===== config.mk =====
export PLATFORM = sky130hd
export DESIGN_NAME = mem_stage_flat
export DESIGN_NICKNAME = d
export VERILOG_FILES = /design/src/rtl/mem_stage_if.sv /design/src/rtl/mem_stage.sv /design/src/flat_wrapper.sv
export SDC_FILE = /design/constraint.sdc
export NUM_CORES = 1
export LEC_CHECK = 0
export ABC_AREA = 1
export BUFFER_PORTS_ARGS = -buffer_cell sky130_fd_sc_hd__buf_2
export CAP_MARGIN = 10
export CORE_UTILIZATION = 25
export DETAILED_ROUTE_END_ITERATION = 10
export PLACE_DENSITY = 0.55
export SLEW_MARGIN = 20
export SYNTH_ARGS = -nofsm -noshare
export SYNTH_HDL_FRONTEND = slang
export SYNTH_SLANG_ARGS = --single-unit

===== constraint.sdc =====
create_clock -name clk -period 9.46 [get_ports clk]
set_input_delay 0 -clock clk [delete_from_list [all_inputs] [get_ports clk]]
set_output_delay 0 -clock clk [all_outputs]
set_load 0.005 [all_outputs]

===== src/rtl/mem_stage_if.sv =====
`default_nettype none
// ============================================================================
// Module      : mem_stage_if
// Description : Execute->memory->write-back pipeline bundle plus the data
//               SRAM req/addr_ok/data_ok bus seen by the memory stage.
// Revision    : 1.0 - initial release
// ============================================================================
interface mem_stage_if;
    logic        exe_to_mem_valid;
    logic        mem_allowin;
    logic [31:0] exe_pc;
    logic [31:0] exe_result;
    logic        exe_res_from_mem;
    logic [7:0]  exe_mem_all;
    logic [31:0] exe_rkd_value;
    logic [5:0]  exe_rf_all;

    logic        data_sram_req;
    logic        data_sram_wr;
    logic [1:0]  data_sram_size;
    logic [3:0]  data_sram_wstrb;
    logic [31:0] data_sram_addr;
    logic [31:0] data_sram_wdata;
    logic        data_sram_addr_ok;
    logic        data_sram_data_ok;
    logic [31:0] data_sram_rdata;

    logic        wb_allowin;
    logic        mem_to_wb_valid;
    logic [31:0] mem_pc;
    logic [31:0] mem_result;
    logic [5:0]  mem_rf_all;
    logic [38:0] mem_fwd_all;

    // master: the memory stage itself
    modport master (
        input  exe_to_mem_valid, exe_pc, exe_result, exe_res_from_mem,
               exe_mem_all, exe_rkd_value, exe_rf_all,
               data_sram_addr_ok, data_sram_data_ok, data_sram_rdata,
               wb_allowin,
        output mem_allowin,
               data_sram_req, data_sram_wr, data_sram_size, data_sram_wstrb,
               data_sram_addr, data_sram_wdata,
               mem_to_wb_valid, mem_pc, mem_result, mem_rf_all, mem_fwd_all
    );

    // slave: surrounding pipeline and data SRAM
    modport slave (
        output exe_to_mem_valid, exe_pc, exe_result, exe_res_from_mem,
               exe_mem_all, exe_rkd_value, exe_rf_all,
               data_sram_addr_ok, data_sram_data_ok, data_sram_rdata,
               wb_allowin,
        input  mem_allowin,
               data_sram_req, data_sram_wr, data_sram_size, data_sram_wstrb,
               data_sram_addr, data_sram_wdata,
               mem_to_wb_valid, mem_pc, mem_result, mem_rf_all, mem_fwd_all
    );
endinterface
`default_nettype wire


===== src/rtl/mem_stage.sv =====
`default_nettype none
// ============================================================================
// Module      : mem_stage
// Description : Memory-access pipeline stage: one data-SRAM request per memory
//               instruction, store lane alignment, load extraction/extension.
// Revision    : 1.0 - initial release
// ============================================================================
module mem_stage (
    input  logic        clk,
    input  logic        reset,
    mem_stage_if.master bus
);

    localparam logic [1:0] c_IDLE = 2'd0;
    localparam logic [1:0] c_REQ  = 2'd1;
    localparam logic [1:0] c_WAIT = 2'd2;
    localparam logic [1:0] c_DONE = 2'd3;

    logic        valid_q, valid_d;
    logic [1:0]  state_q, state_d;
    logic [5:0]  rf_all_q, rf_all_d;
    logic [31:0] rdata_buf_q, rdata_buf_d;
    logic [31:0] pc_q, pc_d;
    logic [31:0] result_q, result_d;
    logic        res_from_mem_q, res_from_mem_d;
    logic [7:0]  mem_all_q, mem_all_d;
    logic [31:0] rkd_q, rkd_d;

    logic        w_ready_go, w_allowin, w_latch, w_leave, w_in_is_mem;
    logic        w_mem_we, w_ld_b, w_ld_h, w_ld_w, w_ld_se, w_st_b, w_st_h, w_st_w;
    logic [1:0]  w_a;
    logic [31:0] w_rdata, w_shift, w_load, w_mem_result;
    logic [15:0] w_half;
    logic [7:0]  w_byte;
    logic [3:0]  w_wstrb;
    logic [31:0] w_wdata;
    logic [1:0]  w_size;

    assign {w_mem_we, w_ld_b, w_ld_h, w_ld_w, w_ld_se, w_st_b, w_st_h, w_st_w} = mem_all_q;
    assign w_a = result_q[1:0];

    always_comb begin
        w_ready_go  = (state_q == c_IDLE) || (state_q == c_DONE) ||
                      ((state_q == c_WAIT) && bus.data_sram_data_ok);
        w_allowin   = !valid_q || (w_ready_go && bus.wb_allowin);
        w_latch     = bus.exe_to_mem_valid && w_allowin;
        w_leave     = valid_q && w_ready_go && bus.wb_allowin;
        w_in_is_mem = bus.exe_mem_all[7] || bus.exe_res_from_mem;
    end

    always_comb begin
        valid_d        = w_allowin ? bus.exe_to_mem_valid : valid_q;
        pc_d           = pc_q;
        result_d       = result_q;
        res_from_mem_d = res_from_mem_q;
        mem_all_d      = mem_all_q;
        rkd_d          = rkd_q;
        rf_all_d       = rf_all_q;
        rdata_buf_d    = rdata_buf_q;
        state_d        = state_q;

        if (w_latch) begin
            pc_d           = bus.exe_pc;
            result_d       = bus.exe_result;
            res_from_mem_d = bus.exe_res_from_mem;
            mem_all_d      = bus.exe_mem_all;
            rkd_d          = bus.exe_rkd_value;
            rf_all_d       = bus.exe_rf_all;
        end

        if ((state_q == c_WAIT) && bus.data_sram_data_ok) begin
            rdata_buf_d = bus.data_sram_rdata;
        end

        // A new latch wins even when the old instruction leaves on the same edge.
        if (w_latch) begin
            state_d = w_in_is_mem ? c_REQ : c_IDLE;
        end else if (w_leave) begin
            state_d = c_IDLE;
        end else begin
            case (state_q)
                c_REQ:   if (bus.data_sram_addr_ok) state_d = c_WAIT;
                c_WAIT:  if (bus.data_sram_data_ok) state_d = c_DONE;
                default: state_d = state_q;
            endcase
        end
    end

    always_ff @(posedge clk) begin
        if (reset) begin
            valid_q     <= 1'b0;
            state_q     <= c_IDLE;
            rf_all_q    <= 6'd0;
            rdata_buf_q <= 32'd0;
        end else begin
            valid_q     <= valid_d;
            state_q     <= state_d;
            rf_all_q    <= rf_all_d;
            rdata_buf_q <= rdata_buf_d;
        end
    end

    always_ff @(posedge clk) begin
        pc_q           <= pc_d;
        result_q       <= result_d;
        res_from_mem_q <= res_from_mem_d;
        mem_all_q      <= mem_all_d;
        rkd_q          <= rkd_d;
    end

    always_comb begin
        w_size = (w_st_b || w_ld_b) ? 2'd0 : ((w_st_h || w_ld_h) ? 2'd1 : 2'd2);

        w_wstrb = 4'b0000;
        if (w_mem_we) begin
            if (w_st_w)      w_wstrb = 4'b1111;
            else if (w_st_h) w_wstrb = 4'b0011 << {w_a[1], 1'b0};
            else if (w_st_b) w_wstrb = 4'b0001 << w_a;
        end

        if (w_st_b)      w_wdata = {4{rkd_q[7:0]}};
        else if (w_st_h) w_wdata = {2{rkd_q[15:0]}};
        else             w_wdata = rkd_q;

        // Bypass the buffer in the data_ok cycle so a load costs no extra bubble.
        w_rdata = (state_q == c_DONE) ? rdata_buf_q : bus.data_sram_rdata;
        w_shift = w_rdata >> {w_a, 3'b000};
        w_byte  = w_shift[7:0];
        w_half  = w_a[1] ? w_rdata[31:16] : w_rdata[15:0];

        if (w_ld_w)      w_load = w_rdata;
        else if (w_ld_h) w_load = w_ld_se ? {{16{w_half[15]}}, w_half} : {16'd0, w_half};
        else             w_load = w_ld_se ? {{24{w_byte[7]}}, w_byte} : {24'd0, w_byte};

        w_mem_result = res_from_mem_q ? w_load : result_q;
    end

    assign bus.mem_allowin     = w_allowin;
    assign bus.data_sram_req   = valid_q && (state_q == c_REQ);
    assign bus.data_sram_wr    = w_mem_we;
    assign bus.data_sram_size  = w_size;
    assign bus.data_sram_wstrb = w_wstrb;
    assign bus.data_sram_addr  = result_q;
    assign bus.data_sram_wdata = w_wdata;
    assign bus.mem_to_wb_valid = valid_q && w_ready_go;
    assign bus.mem_pc          = pc_q;
    assign bus.mem_result      = w_mem_result;
    assign bus.mem_rf_all      = {rf_all_q[5] & valid_q, rf_all_q[4:0]};
    assign bus.mem_fwd_all     = {valid_q & res_from_mem_q & ~w_ready_go,
                                  rf_all_q[5] & valid_q, rf_all_q[4:0], w_mem_result};

endmodule
`default_nettype wire


===== src/flat_wrapper.sv =====
// flat-port wrapper written by rule: the top's interface ports become plain ports
module mem_stage_flat 
  (clk, reset, bus_exe_to_mem_valid, bus_exe_pc, bus_exe_result, bus_exe_res_from_mem, bus_exe_mem_all, bus_exe_rkd_value, bus_exe_rf_all, bus_data_sram_addr_ok, bus_data_sram_data_ok, bus_data_sram_rdata, bus_wb_allowin, bus_mem_allowin, bus_data_sram_req, bus_data_sram_wr, bus_data_sram_size, bus_data_sram_wstrb, bus_data_sram_addr, bus_data_sram_wdata, bus_mem_to_wb_valid, bus_mem_pc, bus_mem_result, bus_mem_rf_all, bus_mem_fwd_all);
  mem_stage_if bus_i ();
  input  logic clk;
  input  logic reset;
  input wire logic [$bits(bus_i.exe_to_mem_valid)-1:0] bus_exe_to_mem_valid;
  input wire logic [$bits(bus_i.exe_pc)-1:0] bus_exe_pc;
  input wire logic [$bits(bus_i.exe_result)-1:0] bus_exe_result;
  input wire logic [$bits(bus_i.exe_res_from_mem)-1:0] bus_exe_res_from_mem;
  input wire logic [$bits(bus_i.exe_mem_all)-1:0] bus_exe_mem_all;
  input wire logic [$bits(bus_i.exe_rkd_value)-1:0] bus_exe_rkd_value;
  input wire logic [$bits(bus_i.exe_rf_all)-1:0] bus_exe_rf_all;
  input wire logic [$bits(bus_i.data_sram_addr_ok)-1:0] bus_data_sram_addr_ok;
  input wire logic [$bits(bus_i.data_sram_data_ok)-1:0] bus_data_sram_data_ok;
  input wire logic [$bits(bus_i.data_sram_rdata)-1:0] bus_data_sram_rdata;
  input wire logic [$bits(bus_i.wb_allowin)-1:0] bus_wb_allowin;
  output wire logic [$bits(bus_i.mem_allowin)-1:0] bus_mem_allowin;
  output wire logic [$bits(bus_i.data_sram_req)-1:0] bus_data_sram_req;
  output wire logic [$bits(bus_i.data_sram_wr)-1:0] bus_data_sram_wr;
  output wire logic [$bits(bus_i.data_sram_size)-1:0] bus_data_sram_size;
  output wire logic [$bits(bus_i.data_sram_wstrb)-1:0] bus_data_sram_wstrb;
  output wire logic [$bits(bus_i.data_sram_addr)-1:0] bus_data_sram_addr;
  output wire logic [$bits(bus_i.data_sram_wdata)-1:0] bus_data_sram_wdata;
  output wire logic [$bits(bus_i.mem_to_wb_valid)-1:0] bus_mem_to_wb_valid;
  output wire logic [$bits(bus_i.mem_pc)-1:0] bus_mem_pc;
  output wire logic [$bits(bus_i.mem_result)-1:0] bus_mem_result;
  output wire logic [$bits(bus_i.mem_rf_all)-1:0] bus_mem_rf_all;
  output wire logic [$bits(bus_i.mem_fwd_all)-1:0] bus_mem_fwd_all;
  assign bus_i.exe_to_mem_valid = bus_exe_to_mem_valid;
  assign bus_i.exe_pc = bus_exe_pc;
  assign bus_i.exe_result = bus_exe_result;
  assign bus_i.exe_res_from_mem = bus_exe_res_from_mem;
  assign bus_i.exe_mem_all = bus_exe_mem_all;
  assign bus_i.exe_rkd_value = bus_exe_rkd_value;
  assign bus_i.exe_rf_all = bus_exe_rf_all;
  assign bus_i.data_sram_addr_ok = bus_data_sram_addr_ok;
  assign bus_i.data_sram_data_ok = bus_data_sram_data_ok;
  assign bus_i.data_sram_rdata = bus_data_sram_rdata;
  assign bus_i.wb_allowin = bus_wb_allowin;
  assign bus_mem_allowin = bus_i.mem_allowin;
  assign bus_data_sram_req = bus_i.data_sram_req;
  assign bus_data_sram_wr = bus_i.data_sram_wr;
  assign bus_data_sram_size = bus_i.data_sram_size;
  assign bus_data_sram_wstrb = bus_i.data_sram_wstrb;
  assign bus_data_sram_addr = bus_i.data_sram_addr;
  assign bus_data_sram_wdata = bus_i.data_sram_wdata;
  assign bus_mem_to_wb_valid = bus_i.mem_to_wb_valid;
  assign bus_mem_pc = bus_i.mem_pc;
  assign bus_mem_result = bus_i.mem_result;
  assign bus_mem_rf_all = bus_i.mem_rf_all;
  assign bus_mem_fwd_all = bus_i.mem_fwd_all;
  mem_stage u_core (.clk(clk), .reset(reset), .bus(bus_i));
endmodule

==> metrics.txt <==
P_leak 4.903 nW; crit share post-route 36.81%; flop-to-flop setup slack between 5 and 6 ns; cts bufs inserted 17; Final Critical Period around 3.5 ns; Die Height between 150 and 200 um; CP required roughly 9.8 ns; status finished clean; #FFs+latches synth between 100 and 150; Post-DP HPWL between 15,000 and 20,000 um; GRT Total Usage between 10% and 20%; Ports around 330; main area contributors after synthesis edfxtp_1, dfxtp_1, nand2_1; Synth area leader edfxtp_1; Synth top area share between 40% and 50%; clk root buf clkbuf_16; routed via count ~6.7k; via/cell ratio 4.268; Worst-Margin Slew about 1.1 ns; pins over their slew limit 0; Area after DPL about 0.0086 mm^2; standard-cell rows 60; Unique masters post-synth 35; post-route setup slack approximately 6.0 ns; Critical Path Sink Type flop; VDD IR-drop max 0.09483 mV; worst skew pair latency around 0.42 ns; Port-buffer cells 331; Seq/Total Area, Yosys approximately 57%; worst reg2reg path depth 10; dpl ws a little under 6 ns; worst hold path type input pin to flop; grt total ovfl 0; fill count about 2.7k; Avg Inst Size Synth approximately 9 um^2; TritonRoute pass-1 iters 5; CP Data Arrival Time between 3 and 4 ns; fmax around 290 MHz; vias in the first global route between 6k and 7k; Pwr Density ~170 mW/mm^2; largest net degree at the start of global routing 56; crit path to u_core.state_q[0]; multi-input logic area ~0.0023 mm^2; clock-pin slew on the worst setup and hold paths approximately 0.07 ns; GPL Wtd Cong roughly 0.82; YS warnings 0; final WL around 24,000 um; Sum Neg Setup Slack 0 ns; Register Area approximately 0.0040 mm^2; synth-to-layout area growth 51.83%; Iteration-0 DRC Markers 400; die area between 0.02 and 0.03 mm^2; CP Launch Type flop; critical path fanouts, max 55; CTS sink count about 150; # nets final approximately 1.3k; Final ANT Viol Nets 0; most frequent cells in the layout buf_2, nand2_1, dlygate4sd3_1; Reg2Reg Capture Point u_core.state_q[0]; CTS max path bufs 2; routed len/inst ~15 um; Final Power 1.770 mW; layout cell share with drive strength beyond 1 between 30% and 40%; final setup fails 0; Mapped Nets just over 900; Hold Vio Cnt, Final 0; critical path class flop to flop; Mapped Area between 0.007 and 0.008 mm^2; commonest non-fill, non-tap cell in the layout buf_2; die width 169.6 um; CTS tree built; Mapped Cells ~780; effective utilization at floorplan 25.78%; worst r2r src u_core.state_q[0]; Max-Cap Viols 0; first-pass GRT wire length 36,050 um; RSZ-0062 raised after global routing false; Core ar. 0.02725 mm^2; initial antenna violation count 0; DRC Markers 0; Final Util a little under 40%; Layout Skew between 0.009 and 0.01 ns; Slew HR between 20% and 30%; design area ~0.011 mm^2; crit path launch u_core.state_q[0]; htree depth 4
metrics by stage:
step                cells  hold WS, ns
finish               1575      0.04055
global route         1574      0.08179
CTS                  1574      0.02122
detailed placement   1397       0.1781
global placement     1397       0.1763
floorplan             777      0.06907
how the worst min path moves through the flow:
stage	cells after the start	start	to
floorplan	1	reset	u_core.valid_q
CTS	5	bus_data_sram_addr_ok	u_core.state_q[1]
global placement	1	bus_exe_rkd_value[17]	u_core.rkd_q[17]
global route	5	bus_data_sram_addr_ok	u_core.state_q[1]
finish	5	bus_data_sram_addr_ok	u_core.state_q[1]
detailed placement	1	bus_exe_rkd_value[30]	u_core.rkd_q[30]
where the power goes:
part           internal, mW  switching (mW)  leakage [nW]
registers             0.735          0.0263          1.35
clock network         0.375           0.316         0.289
logic                 0.151           0.166          3.27
state kept, by name, summed over array words and instances, names as in the netlist:
register	count
u_core.bus.data_sram_addr	32
u_core.bus.mem_pc	32
u_core.mem_all_q	8
u_core.rdata_buf_q	32
u_core.res_from_mem_q	1
u_core.rf_all_q	6
u_core.rkd_q	32
u_core.state_q	2
u_core.valid_q	1
synth_stat cells (all sizes together):
master / instances
and2: 6
or2: 5
clkbuf: 23
o21bai: 1
nand3: 7
nor2: 120
edfxtp: 105
nor4: 1
mux2i: 2
dfxtp: 41
o22ai: 1
buf: 65
o221ai: 1
nand2: 187
a21oi: 50
nor3: 2
a31oi: 3
o211ai: 5
inv: 58
a211oi: 1
ha: 3
mux2: 8
o21ai: 82
cells by family after synthesis:
family,Yosys count,synth area share (%)
fa+ha+maj,3,0.5344
buf+inv,146,11.36
compound gates,144,11.38
mux,10,1.568
flops,146,56.57
simple gates,328,18.58
routing by layer:
| metal | global-route usage [%] | wire length, um |
|---|---|---|
| met2 | 30.43 | 12440 |
| met4 | 4.935 | 435 |
| met5 | 0 | 0 |
| met3 | 4.594 | 1802 |
| met1 | 18.75 | 9685 |
area by class of cell:
| cell class | count | share of cell area [%] |
|---|---|---|
| antenna | 1 | 0.02346 |
| clock buffer | 17 | 3.989 |
| clock inverter | 15 | 1.619 |
| inverter | 58 | 2.065 |
| multi-input combinational | 485 | 21.19 |
| sequential | 146 | 37.26 |
| tap | 372 | 4.364 |
| timing repair buffer | 481 | 29.49 |
worst max-delay path, cell delays in order, from the launching register on:
cell and delay [ns]:
dfxtp_1 0.33, inv_1 0.08, ha_1 0.20, nand2_2 0.38, nand2_1 0.21, a21oi_1 0.14
nor2_4 0.50, buf_4 0.55, buf_4 0.65, o21ai_0 0.20, a21oi_1 0.17
timing repair:
action | 4_1_cts | 5_1_grt
resized for setup | 0 | 0
endpoints found under the hold margin | 146 | 0
setup buffers | 0 | 0
endpoints found under the setup margin | 0 | 0
hold buffers | 145 | 0
(Power assumes the default switching activity.)
